===== src/rtl/gdp_arb_if.sv =====
// Request/packer bundle between K requesting channels, the gdp_arb sequencer
// and the gdp packer it feeds.
interface gdp_arb_if #(
    parameter int N     = 8,
    parameter int K     = 4,
    parameter int LOG2K = 2
);
    logic [K-1:0]     req_valid;
    logic [K*N-1:0]   req_data;
    logic [K-1:0]     req_last;
    logic [K-1:0]     req_ready;
    logic [N-1:0]     pk_din;
    logic             pk_valid_din;
    logic             pk_flush;
    logic [LOG2K-1:0] pk_chan;
    logic             busy;

    modport master (
        output req_valid, req_data, req_last,
        input  req_ready, pk_din, pk_valid_din, pk_flush, pk_chan, busy
    );

    modport slave (
        input  req_valid, req_data, req_last,
        output req_ready, pk_din, pk_valid_din, pk_flush, pk_chan, busy
    );
endinterface


===== src/rtl/gdp_arb.sv =====
// Round-robin arbiter that shares one gdp packer between K channels, holding
// each grant on word boundaries and tagging packed words with the channel id.
module gdp_arb #(
    parameter int N     = 8,
    parameter int M     = 4,
    parameter int LOG2M = 2,
    parameter int K     = 4,
    parameter int LOG2K = 2,
    parameter int BURST = 2,
    parameter int LOG2B = 1
) (
    input  logic      clk,
    input  logic      reset,
    gdp_arb_if.slave  bus
);
    typedef enum logic {IDLE, BUSY} state_t;

    state_t           r_state;
    logic [LOG2K-1:0] r_gnt;
    logic [LOG2K-1:0] r_ptr;
    logic [LOG2M-1:0] r_beat;
    logic [LOG2B-1:0] r_words;
    logic [K-1:0]     r_ready;
    logic             r_busy;

    logic             w_any;
    logic [LOG2K-1:0] w_pick;
    logic [K-1:0]     w_pick_oh;
    logic             w_acc;
    logic             w_last;
    logic             w_word_end;
    logic             w_release;

    // First requester strictly after r_ptr, wrapping modulo K.
    always_comb begin
        w_any     = 1'b0;
        w_pick    = '0;
        for (int unsigned i = 1; i <= K; i++) begin
            int unsigned idx;
            idx = (int'(r_ptr) + i) % K;
            if (!w_any && bus.req_valid[idx]) begin
                w_any  = 1'b1;
                w_pick = LOG2K'(idx);
            end
        end
        w_pick_oh = '0;
        w_pick_oh[w_pick] = 1'b1;
    end

    always_comb begin
        w_acc      = (r_state == BUSY) && bus.req_valid[r_gnt];
        w_last     = bus.req_last[r_gnt];
        w_word_end = w_acc && (w_last || (r_beat == LOG2M'(M - 1)));
        w_release  = w_word_end && (w_last || (r_words == LOG2B'(BURST - 1)));
    end

    always_ff @(posedge clk) begin
        if (reset) begin
            r_state <= IDLE;
            r_gnt   <= '0;
            r_ptr   <= LOG2K'(K - 1);
            r_beat  <= '0;
            r_words <= '0;
            r_ready <= '0;
            r_busy  <= 1'b0;
        end else begin
            case (r_state)
                IDLE: begin
                    if (w_any) begin
                        r_gnt   <= w_pick;
                        r_ready <= w_pick_oh;
                        r_busy  <= 1'b1;
                        r_state <= BUSY;
                    end
                end
                BUSY: begin
                    if (w_acc) begin
                        if (w_word_end) begin
                            r_beat <= '0;
                            if (w_release) begin
                                r_ptr   <= r_gnt;
                                r_words <= '0;
                                r_ready <= '0;
                                r_busy  <= 1'b0;
                                r_state <= IDLE;
                            end else begin
                                r_words <= r_words + 1'b1;
                            end
                        end else begin
                            r_beat <= r_beat + 1'b1;
                        end
                    end
                end
            endcase
        end
    end

    // Beat path to gdp is combinational so the packer sees zero added latency.
    assign bus.pk_din       = bus.req_data[N*int'(r_gnt) +: N];
    assign bus.pk_valid_din = w_acc;
    assign bus.pk_flush     = w_acc && w_last;
    assign bus.pk_chan      = r_gnt;
    assign bus.req_ready    = r_ready;
    assign bus.busy         = r_busy;
endmodule


===== src/flat_wrapper.sv =====
// flat-port wrapper written by rule: the top's interface ports become plain ports
module gdp_arb_flat 
#(
    parameter int N     = 8,
    parameter int M     = 4,
    parameter int LOG2M = 2,
    parameter int K     = 4,
    parameter int LOG2K = 2,
    parameter int BURST = 2,
    parameter int LOG2B = 1
)
  (clk, reset, bus_req_valid, bus_req_data, bus_req_last, bus_req_ready, bus_pk_din, bus_pk_valid_din, bus_pk_flush, bus_pk_chan, bus_busy);
  gdp_arb_if #(.N(N), .K(K), .LOG2K(LOG2K)) bus_i ();
  input  logic clk;
  input  logic reset;
  input wire logic [$bits(bus_i.req_valid)-1:0] bus_req_valid;
  input wire logic [$bits(bus_i.req_data)-1:0] bus_req_data;
  input wire logic [$bits(bus_i.req_last)-1:0] bus_req_last;
  output wire logic [$bits(bus_i.req_ready)-1:0] bus_req_ready;
  output wire logic [$bits(bus_i.pk_din)-1:0] bus_pk_din;
  output wire logic [$bits(bus_i.pk_valid_din)-1:0] bus_pk_valid_din;
  output wire logic [$bits(bus_i.pk_flush)-1:0] bus_pk_flush;
  output wire logic [$bits(bus_i.pk_chan)-1:0] bus_pk_chan;
  output wire logic [$bits(bus_i.busy)-1:0] bus_busy;
  assign bus_i.req_valid = bus_req_valid;
  assign bus_i.req_data = bus_req_data;
  assign bus_i.req_last = bus_req_last;
  assign bus_req_ready = bus_i.req_ready;
  assign bus_pk_din = bus_i.pk_din;
  assign bus_pk_valid_din = bus_i.pk_valid_din;
  assign bus_pk_flush = bus_i.pk_flush;
  assign bus_pk_chan = bus_i.pk_chan;
  assign bus_busy = bus_i.busy;
  gdp_arb #(.N(N), .M(M), .LOG2M(LOG2M), .K(K), .LOG2K(LOG2K), .BURST(BURST), .LOG2B(LOG2B)) u_core (.clk(clk), .reset(reset), .bus(bus_i));
endmodule

===== config.mk =====
export PLATFORM = sky130hd
export DESIGN_NAME = gdp_arb_flat
export DESIGN_NICKNAME = d
export VERILOG_FILES = /design/src/rtl/gdp_arb_if.sv /design/src/rtl/gdp_arb.sv /design/src/flat_wrapper.sv
export SDC_FILE = /design/constraint.sdc
export NUM_CORES = 1
export LEC_CHECK = 0
export BUFFER_PORTS_ARGS = -buffer_cell sky130_fd_sc_hd__buf_2
export CORE_MARGIN = 8
export CORE_UTILIZATION = 44
export CTS_CLUSTER_DIAMETER = 30
export DETAILED_ROUTE_END_ITERATION = 6
export PLACE_DENSITY = 0.84
export SLEW_MARGIN = 25
export SYNTH_ARGS = -nofsm -noshare
export SYNTH_HDL_FRONTEND = slang
export SYNTH_SLANG_ARGS = --single-unit
export TNS_END_PERCENT = 50

===== constraint.sdc =====
create_clock -name clk -period 4.13 [get_ports clk]
set_input_delay 0.2065 -clock clk [delete_from_list [all_inputs] [get_ports clk]]
set_output_delay 0.2065 -clock clk [all_outputs]
set_load 0.02 [all_outputs]

# Word level (Yosys, flattened, before mapping)
# Cells that the tools add are included.
# totals
reg_bits	13
in_bits	42
output_inout_bits	17
wordCells	84
# op_classes
addsub	6
order_cmp	7
eq_ne	5
shift	1
n_mux	39
bitwise_logic	1
n_reduce_logical	18
# ops
op	count
32-bit by 6-bit indexed part select with 8-bit output	1
1-bit two-way mux	20
2-bit by 3-bit < comparator with 1-bit output (second input constant)	6
4-bit two-way mux	4
1-bit binary-select mux with 2-bit select	6
2-bit two-way mux	5
1-bit logical AND	8
4-bit case mux with 2 select lines	1
4-bit AND reduction	2
2-bit by 1-bit adder with 2-bit output (second input constant)	3
2-bit inequality test (second input constant)	3
2-bit adder (second input constant)	2
1-bit case mux with 2 select lines	2
2-bit AND reduction	2
1-bit zero test	3
3-bit AND reduction	1
1-bit demux with 2-bit select	1
2-bit equality test (second input constant)	1
2-bit by 1-bit greater-or-equal comparator with 1-bit output (second input constant)	1
1-bit logical OR	2
2-bit by 1-bit inequality test with 1-bit output (second input constant)	1
1-bit adder (second input constant)	1
1-bit NOT	1

# Longest topological paths before layout
# Gate-level depths: netlist of the first run.
# logic_depth
ltp_word	19
depth_mapped	5
ltp_nobuf	5

# Least setup slack after synthesis of the first run
# Ideal clock, no wire load.
# synth_timing
path_type	flip-flop to output port
startpoint	register u_core.r_gnt[0] (netlist: u_core.bus.pk_chan[0])
endpoint	output bus_pk_din[0]
arrival_ps	1438
required_time_ps	3923
slack_ps	2486
stages_incl_launch_ff	3
n_path_buf	1
cell_sequence	dfxtp_1 > buf_2 > mux4_2
# synth_between
elab_chain_cells	1
# synth_rtl
element	line	source
from (decl)	gdp_arb.sv:19	logic [LOG2K-1:0] r_gnt;
from (signal assigned)	gdp_arb.sv:70	r_gnt <= w_pick;
32-bit by 6-bit indexed part select with 8-bit output	gdp_arb.sv:99	assign bus.pk_din = bus.req_data[N*int'(r_gnt) +: N];
to (decl)	flat_wrapper.sv:20	output wire logic [$bits(bus_i.pk_din)-1:0] bus_pk_din;
# Every way passes these cells.

# Worst setup path in the final report of the first run
# layout_timing
startpoint	register u_core.r_gnt[0] (netlist: u_core.bus.pk_chan[0])
endpoint	output bus_pk_valid_din
# layout_between
elab_chain_cells	3
# layout_rtl
element	line	source
1-bit binary-select mux with 2-bit select	gdp_arb.sv:51	w_acc = (r_state == BUSY) && bus.req_valid[r_gnt];
1-bit two-way mux (not written as such)	gdp_arb.sv:51	
1-bit logical AND	gdp_arb.sv:51	
to (decl)	flat_wrapper.sv:21	output wire logic [$bits(bus_i.pk_valid_din)-1:0] bus_pk_valid_din;
# Every way passes these cells. The select of a mux whose other input is x is not followed.

==> results.md, run 1 <==
* Starting DRT DRC Count at 39
* Critical path class: register to primary output
* Mapped Cells at 88
* Via density at ~5.5
* Layout cells sized above 1 at around half
* Tcrit/Tclk final at approximately 56%
* Final WL at 2830 um
* Number of global-route vias before repair at 960
* Commonest non-fill, non-tap cell in the layout: buf_2
* Worst R2R Path Depth at 5
* WL per Instance at 16.5 um
* CTS tree: done
* CP Launch Type: register
* P&R area growth vs syn at 37.5%
* Cells along the critical path: mux4_2, nand2_2, inv_1, buf_2
* Yosys reg bits at 13
* Filler Cell Count at 183
* Final #Nets at 189
* Post-route minimum period at 2.29 ns
* Psw at 161 uW
* Power density over the cells at 353 nW/um2
* Setup Skew at roughly 0.0045 ns
* Crit path max fanout at 15
* Crit-path slowest cell: dfxtp_1
* Worst-Skew Late Latency at 0.27 ns
* RSZ-0062 raised after global routing: false
* Worst IR Drop VDD at 0.000209 V
* Syn Nets at 131
* Highest Clock Rate at 436 MHz
* Placed cells at ~170
* Initial antenna violation count at 0
* DRC viols at 0
* Num ports at 59
* First-pass GRT wire length at 4200 um
* Commonest non-fill, non-tap cells in the layout: buf_2 (58), dfxtp_1 (13), mux4_2 (9), nor2_1 (9)
* Critical Path AT at 2.09 ns
* IO buf count at just under 60
* Floorplan row count at 16
* Cell internal pwr at ~270 uW
* LEAKAGE at 0.544 nW
* Sw Share at between 30% and 40%
* Ys Warns at 0
* Yosys top cell by area: dfxtp_1
* Flop pwr share at about two fifths
* Die W at 60.7 um
* Finished Layout Cells at 172
* Largest net degree at the start of global routing at 20
* Antenna viol nets, final at 0
* Worst hold stages at 2
* Num CTS Buffers at 3
* CTS H-tree depth at 1
* Detailed Place HPWL at 2350 um
* Pins Over Slew Limit at 0
* Clk sinks at 13
* Post-synthesis sequential area ratio at 29.6%
* Total die area at 3680 um2
* Setup TNS at 0 ns
* Placed Area at 1180 um2
* DRT Pass-1 Iters at 4
* Met2 WL at 1270 um
* Clock Tree Buf Depth at 2
* Post-synth top area share at 29.6%
* Post-CTS setup buffers at 0
* Status: finished, final reports clean
* Req. time, crit path at 3.92 ns
* Setup violators final at 0
* Core ar. at slightly below 2000 um2
* Met3 wire len at 451 um
* Max cap viols at 0
* Synth top area cells: dfxtp_1 (30%), mux4_2 (23%), nand3b_1 (6.0%)
* Worst Setup End Kind: primary output
* Netlist area before placement at between 800 and 900 um2
* Number of antenna diodes at 0
* Least-Margin Pin Slew at 0.727 ns
* Max stage delay on crit path at 0.80 ns
* Die H at roughly 60 um
* Final hold violations at 0
* Starting density of the core at 45.7%
* Clk slew on worst S/H paths at 0.08 ns
* GRT Overall Usage at 14.9%
* RePlAce Congestion at about 0.75
* Root buffer cell: clkbuf_4
* Clk pwr share at 17.8%
* Average size of a mapped cell at roughly 10 um2
* Synth unique cells at 28
* Final instance area at 1210 um2
* Worst Hold Class: primary input to register
* Gate power share at 43.1%
* Met1 wire length at 1100 um
* Grt total ovfl at 0
* WHS at 0.301 ns
* DR top layer: met4
* Post_cts resized at 0
* Slew margin rel. at between 50% and 60%
* Hold_buf cts at 0
* Via count at approximately 940
-- flip-flops by register name, summed over array words and instances (netlist names) --
name / count
u_core.bus.busy: 1
u_core.r_ptr: 2
u_core.bus.req_ready: 4
u_core.r_state: 1
u_core.r_beat: 2
u_core.r_words: 1
u_core.bus.pk_chan: 2
-- final cells by class --
type | instances | area [um2] | share of cell area, %
inverters | 1 | 3.75 | 0.311
well taps | 27 | 33.8 | 2.80
flip-flops and latches | 13 | 260 | 21.6
repair buffers | 58 | 290 | 24.0
multi-input cells | 69 | 593 | 49.1
clock buffers | 4 | 26.3 | 2.18
-- critical path, delay by kind of cell (launching register included) --
family / cells / cell delay (ns)
and+or+nand+nor: 1 / 0.15
muxes: 1 / 0.60
DFF: 1 / 0.80
buffers and inverters: 2 / 0.27
-- power by group through the flow --
stage | clock network, mW | registers (mW) | logic, mW
6_report | 0.0760 | 0.167 | 0.184
2_1_floorplan | 0 | 0.166 | 0.127
5_1_grt | 0.0848 | 0.171 | 0.198
3_5_place_dp | 0 | 0.170 | 0.184
3_3_place_gp | 0 | 0.167 | 0.180
4_1_cts | 0.0791 | 0.167 | 0.185
-- cell families (layout without fill, tap and decap cells) --
| kind of cell | after synthesis | in the layout | synth area share (%) |
|---|---|---|---|
| fa+ha+maj | 1 | 1 | 1.42 |
| mux | 15 | 15 | 30.1 |
| simple gates | 32 | 32 | 19.4 |
| flops | 13 | 13 | 29.6 |
| compound gates | 21 | 21 | 16.7 |
| buf+inv | 6 | 63 | 2.85 |
-- routing by layer --
layer / vias to the layer above / GRT usage [%]
li1: 453 / -
met1: 431 / 14.9
met2: 58 / 27.6
met3: 2 / 5.93
met4: 0 / 3.99
met5: - / 0
-- stage by stage --
| step | total power, mW | worst slack [ns] | utilization (%) |
|---|---|---|---|
| final | 0.427 | 1.84 | 62.8 |
| after global routing | 0.454 | 1.66 | 62.8 |
| after CTS | 0.431 | 1.80 | 62.8 |
| after detailed placement | 0.354 | 2.10 | 61.5 |
| after global placement | 0.348 | 2.15 | 61.5 |
| after floorplan | 0.293 | 2.49 | - |
-- worst paths after layout --
kind | start | end | slack [ns]
setup / recovery | u_core.bus.pk_chan[0] | bus_pk_valid_din | 1.84
hold / removal | reset | u_core.bus.pk_chan[1] | 0.30
setup reg to reg | u_core.bus.pk_chan[0] | u_core.r_words | 2.18
hold reg to reg | u_core.r_beat[0] | u_core.r_beat[0] | 0.48
-- synthesized netlist by cell type --
| cell | n |
|---|---|
| a211oi_1 | 1 |
| a21o_1 | 2 |
| a21oi_1 | 6 |
| a21oi_4 | 1 |
| a22o_1 | 1 |
| a31oi_1 | 1 |
| buf_2 | 1 |
| clkbuf_1 | 3 |
| clkbuf_2 | 1 |
| dfxtp_1 | 13 |
| ha_1 | 1 |
| inv_1 | 1 |
| mux2_2 | 1 |
| mux2i_1 | 5 |
| mux4_2 | 9 |
| nand2_1 | 7 |
| nand2_2 | 1 |
| nand2b_1 | 3 |
| nand3_1 | 1 |
| nand3b_1 | 7 |
| nand4b_1 | 1 |
| nor2_1 | 9 |
| nor2b_1 | 2 |
| o21ai_0 | 1 |
| o221a_2 | 1 |
| o221ai_1 | 1 |
| o22ai_1 | 6 |
| or3_1 | 1 |
Power figures use the tool's default switching activity.
==> run 2: changes to the inputs <==
- ABC_AREA: unset -> 1
- CORE_UTILIZATION: 44 -> 40
- PLACE_DENSITY: 0.84 -> 0.76
- clock period: 4.13 -> 2 ns (I/O delays scaled with it)
==> run 2 against run 1 <==
  * Sequential cell count did not move
  * Sequential power grew to 2.7 times the previous value
  * Via count grew 39%
  * Synthesized area is 23% higher
  * Critical path depth increased by 2
  * Synthesized cell count rose by 110%
  * Combinational power rose to 8.3 times the previous value
  * Core utilization shrank 9.8 points
  * Worst setup slack worse by 1.7 ns
  * Global-route usage decreased by 0.56 points
  * Power grew to 5.0 times the previous value
  * Critical path type unchanged
  * Highest routed layer unchanged
==> results.md, run 2 <==
* Status: finished, final reports clean
* Post-synth top area share at 24.0%
* Max cap viols at 0
* Largest net degree at the start of global routing at 21
* CTS tree: done
* Pins Over Slew Limit at 0
* First-pass GRT wire length at 5310 um
* Synth top area cells: dfxtp_1 (24%), nand2_1 (15%), nor2_1 (9.4%)
* Number of antenna diodes at 0
* Num CTS Buffers at 3
* Post-route minimum period at 1.83 ns
* Core ar. at 2660 um2
* Synth unique cells at 25
* Post-CTS setup buffers at 0
* Initial antenna violation count at 0
* Num ports at 59
* Number of global-route vias before repair at 1,194
* Ys Warns at 0
* Final hold violations at 0
* Final worst-path setup slack at 0.171 ns
* Crit path max fanout at 20
* Setup violators final at 0
* Clk slew on worst S/H paths at 0.08 ns
* Ys flop type: dfxtp_1
* Highest Clock Rate at around 550 MHz
* Final #Nets at 282
* Filler Cell Count at about 280
* DRC viols at 0
* Worst-Skew Late Latency at 0.28 ns
* Total power at 2.14 mW
* Commonest non-fill, non-tap cells in the layout: buf_2 (58), nand2_1 (43), nor2_1 (27)
* Placed Area at 1390 um2
* Worst Hold Class: primary input to register
* EDFF count, synth at 0
* Grt total ovfl at 0
* Die H at 68.0 um
* Yosys reg bits at 13
* Antenna viol nets, final at 0
* Starting DRT DRC Count at 120
* Setup TNS at 0 ns
* Critical path class: register to primary output
* Hold wc startpoint: reset
* Clk pwr share at 7.8%
* Req. time, crit path at 1.90 ns
* LEAKAGE at 0.775 nW
* Root buffer cell: clkbuf_4
* Psw at 1.20 mW
* DRT Pass-1 Iters at 4
* Least-Margin Pin Slew at 0.345 ns
* Detailed Place HPWL at roughly 2600 um
* P&R area growth vs syn at 30.5%
* RSZ-0062 raised after global routing: false
* Post-synthesis async set-or-reset flop share at 0%
* Cell internal pwr at roughly 940 uW
* Layout Utilization at 53.1%
* Clk sinks at 13
* Max reg flops at 4
* Syn Nets at about 230
* Netlist area before placement at ~1100 um2
* Via density at 4.87
* Gate power share at 71.5%
* Top-count cell post-synth: nand2_1
* Worst IR Drop VDD at ~0.00089 V
* Power density over the cells at 1520 nW/um2
* Slew margin rel. at 77.0%
* Average size of a mapped cell at 5.95 um2
* CTS H-tree depth at 1
* Commonest non-fill, non-tap cell in the layout: buf_2
* DP Worst Slack at between 0.3 and 0.4 ns
* Clock Tree Buf Depth at 2
* Tcrit/Tclk final at about nine tenths
* Synth cell count leaders: nand2_1 (43), nor2_1 (27), o21ai_0 (17)
* Yosys top cell by area: dfxtp_1
* Via count at approximately 1.3k
* IO buf count at 58
* Post-synthesis sequential area ratio at 24.0%
* Hold_buf cts at 0
* Die W at 68.0 um
* CP Launch Type: register
* GRT Overall Usage at between 10% and 20%
* Worst Setup End Kind: primary output
* WL per Instance at 12.1 um
* Floorplan row count at 19
* Layout cells sized above 1 at 33.6%
* R2R Setup Slk at 0.30 ns
* Post_cts resized at 0
* CP Launch Point: u_core.bus.pk_chan[0]
* RePlAce Congestion at around 0.82
* Critical R2R Launch: u_core.r_ptr[0]
* Starting density of the core at 40.6%
* Critical Path AT at between 1.5 and 2 ns
* Mapped Cells at approximately 180
* Sw Share at between 50 and 60%
* Flop pwr share at 20.7%
* Final instance area at 1410 um2
* Total die area at 4630 um2
* Setup Skew at 0.00490 ns
* Final WL at ~3200 um
## run 2: cell count changes after synthesis, moves of 5 or more
cell and delta:
nand2_1 +36, nor2_1 +18, o21ai_0 +16, inv_1 +15, nand3_1 +14, mux4_2 -9, nand3b_1 -7, mux2i_1 -5
nand2_2 +5
## run 2: cells by family (layout without fill, tap and decap cells)
group | count (synthesis) | count (layout) | share of synthesized area (%)
fa+ha+maj | 1 | 1 | 1.16
simple gates | 99 | 99 | 42.3
buf+inv | 28 | 84 | 10.6
flops | 13 | 13 | 24.0
compound gates | 41 | 41 | 21.9
## run 2: final cells by class
cell class                 count  area, um2  share of cell area [%]
multi-input combinational    141        707                    50.0
timing repair buffer          60        305                    21.6
sequential                    13        260                    18.4
inverter                      20       75.1                    5.31
tap                           31       38.8                    2.75
clock buffer                   4       26.3                    1.86
## run 2: power by group through the flow
stage	combinational [mW]	sequential, mW	clock, mW
global route	1.73	0.459	0.181
finish	1.53	0.443	0.168
CTS	1.54	0.444	0.168
global placement	1.53	0.447	0
floorplan	1.13	0.486	0
detailed placement	1.54	0.450	0
## run 2: path summary, 6_finish.rpt
| kind | endpoint | depth (start not counted) |
|---|---|---|
| hold reg to reg | u_core.r_beat[1] | 2 |
| setup / recovery | bus_pk_flush | 6 |
| hold / removal | u_core.r_beat[1] | 2 |
| setup reg to reg | u_core.bus.pk_chan[1] | 11 |
## run 2: worst max-delay path, cell delays in order, from the launching register on
cell	delay (ns)
dfxtp_1	0.40
inv_2	0.27
o21ai_1	0.16
a21oi_4	0.25
inv_1	0.10
nor2_1	0.09
buf_2	0.17
## run 2: per-layer routing
layer	vias to the layer above	global-route usage, %	share of wire, %	wire length [um]
met1	575	16.8	43	1410
li1	707	-	-	-
met4	0	4.35	0.95	31
met3	4	3.11	5.4	175
met5	-	0	0	0
met2	25	25.3	50	1630
## run 2: per-stage QoR
step / hold WS, ns / instances
CTS: 0.0982 / 269
global placement: 0.392 / 265
global route: 0.0981 / 269
finish: 0.0954 / 269
detailed placement: 0.401 / 265
floorplan: 0.393 / 182
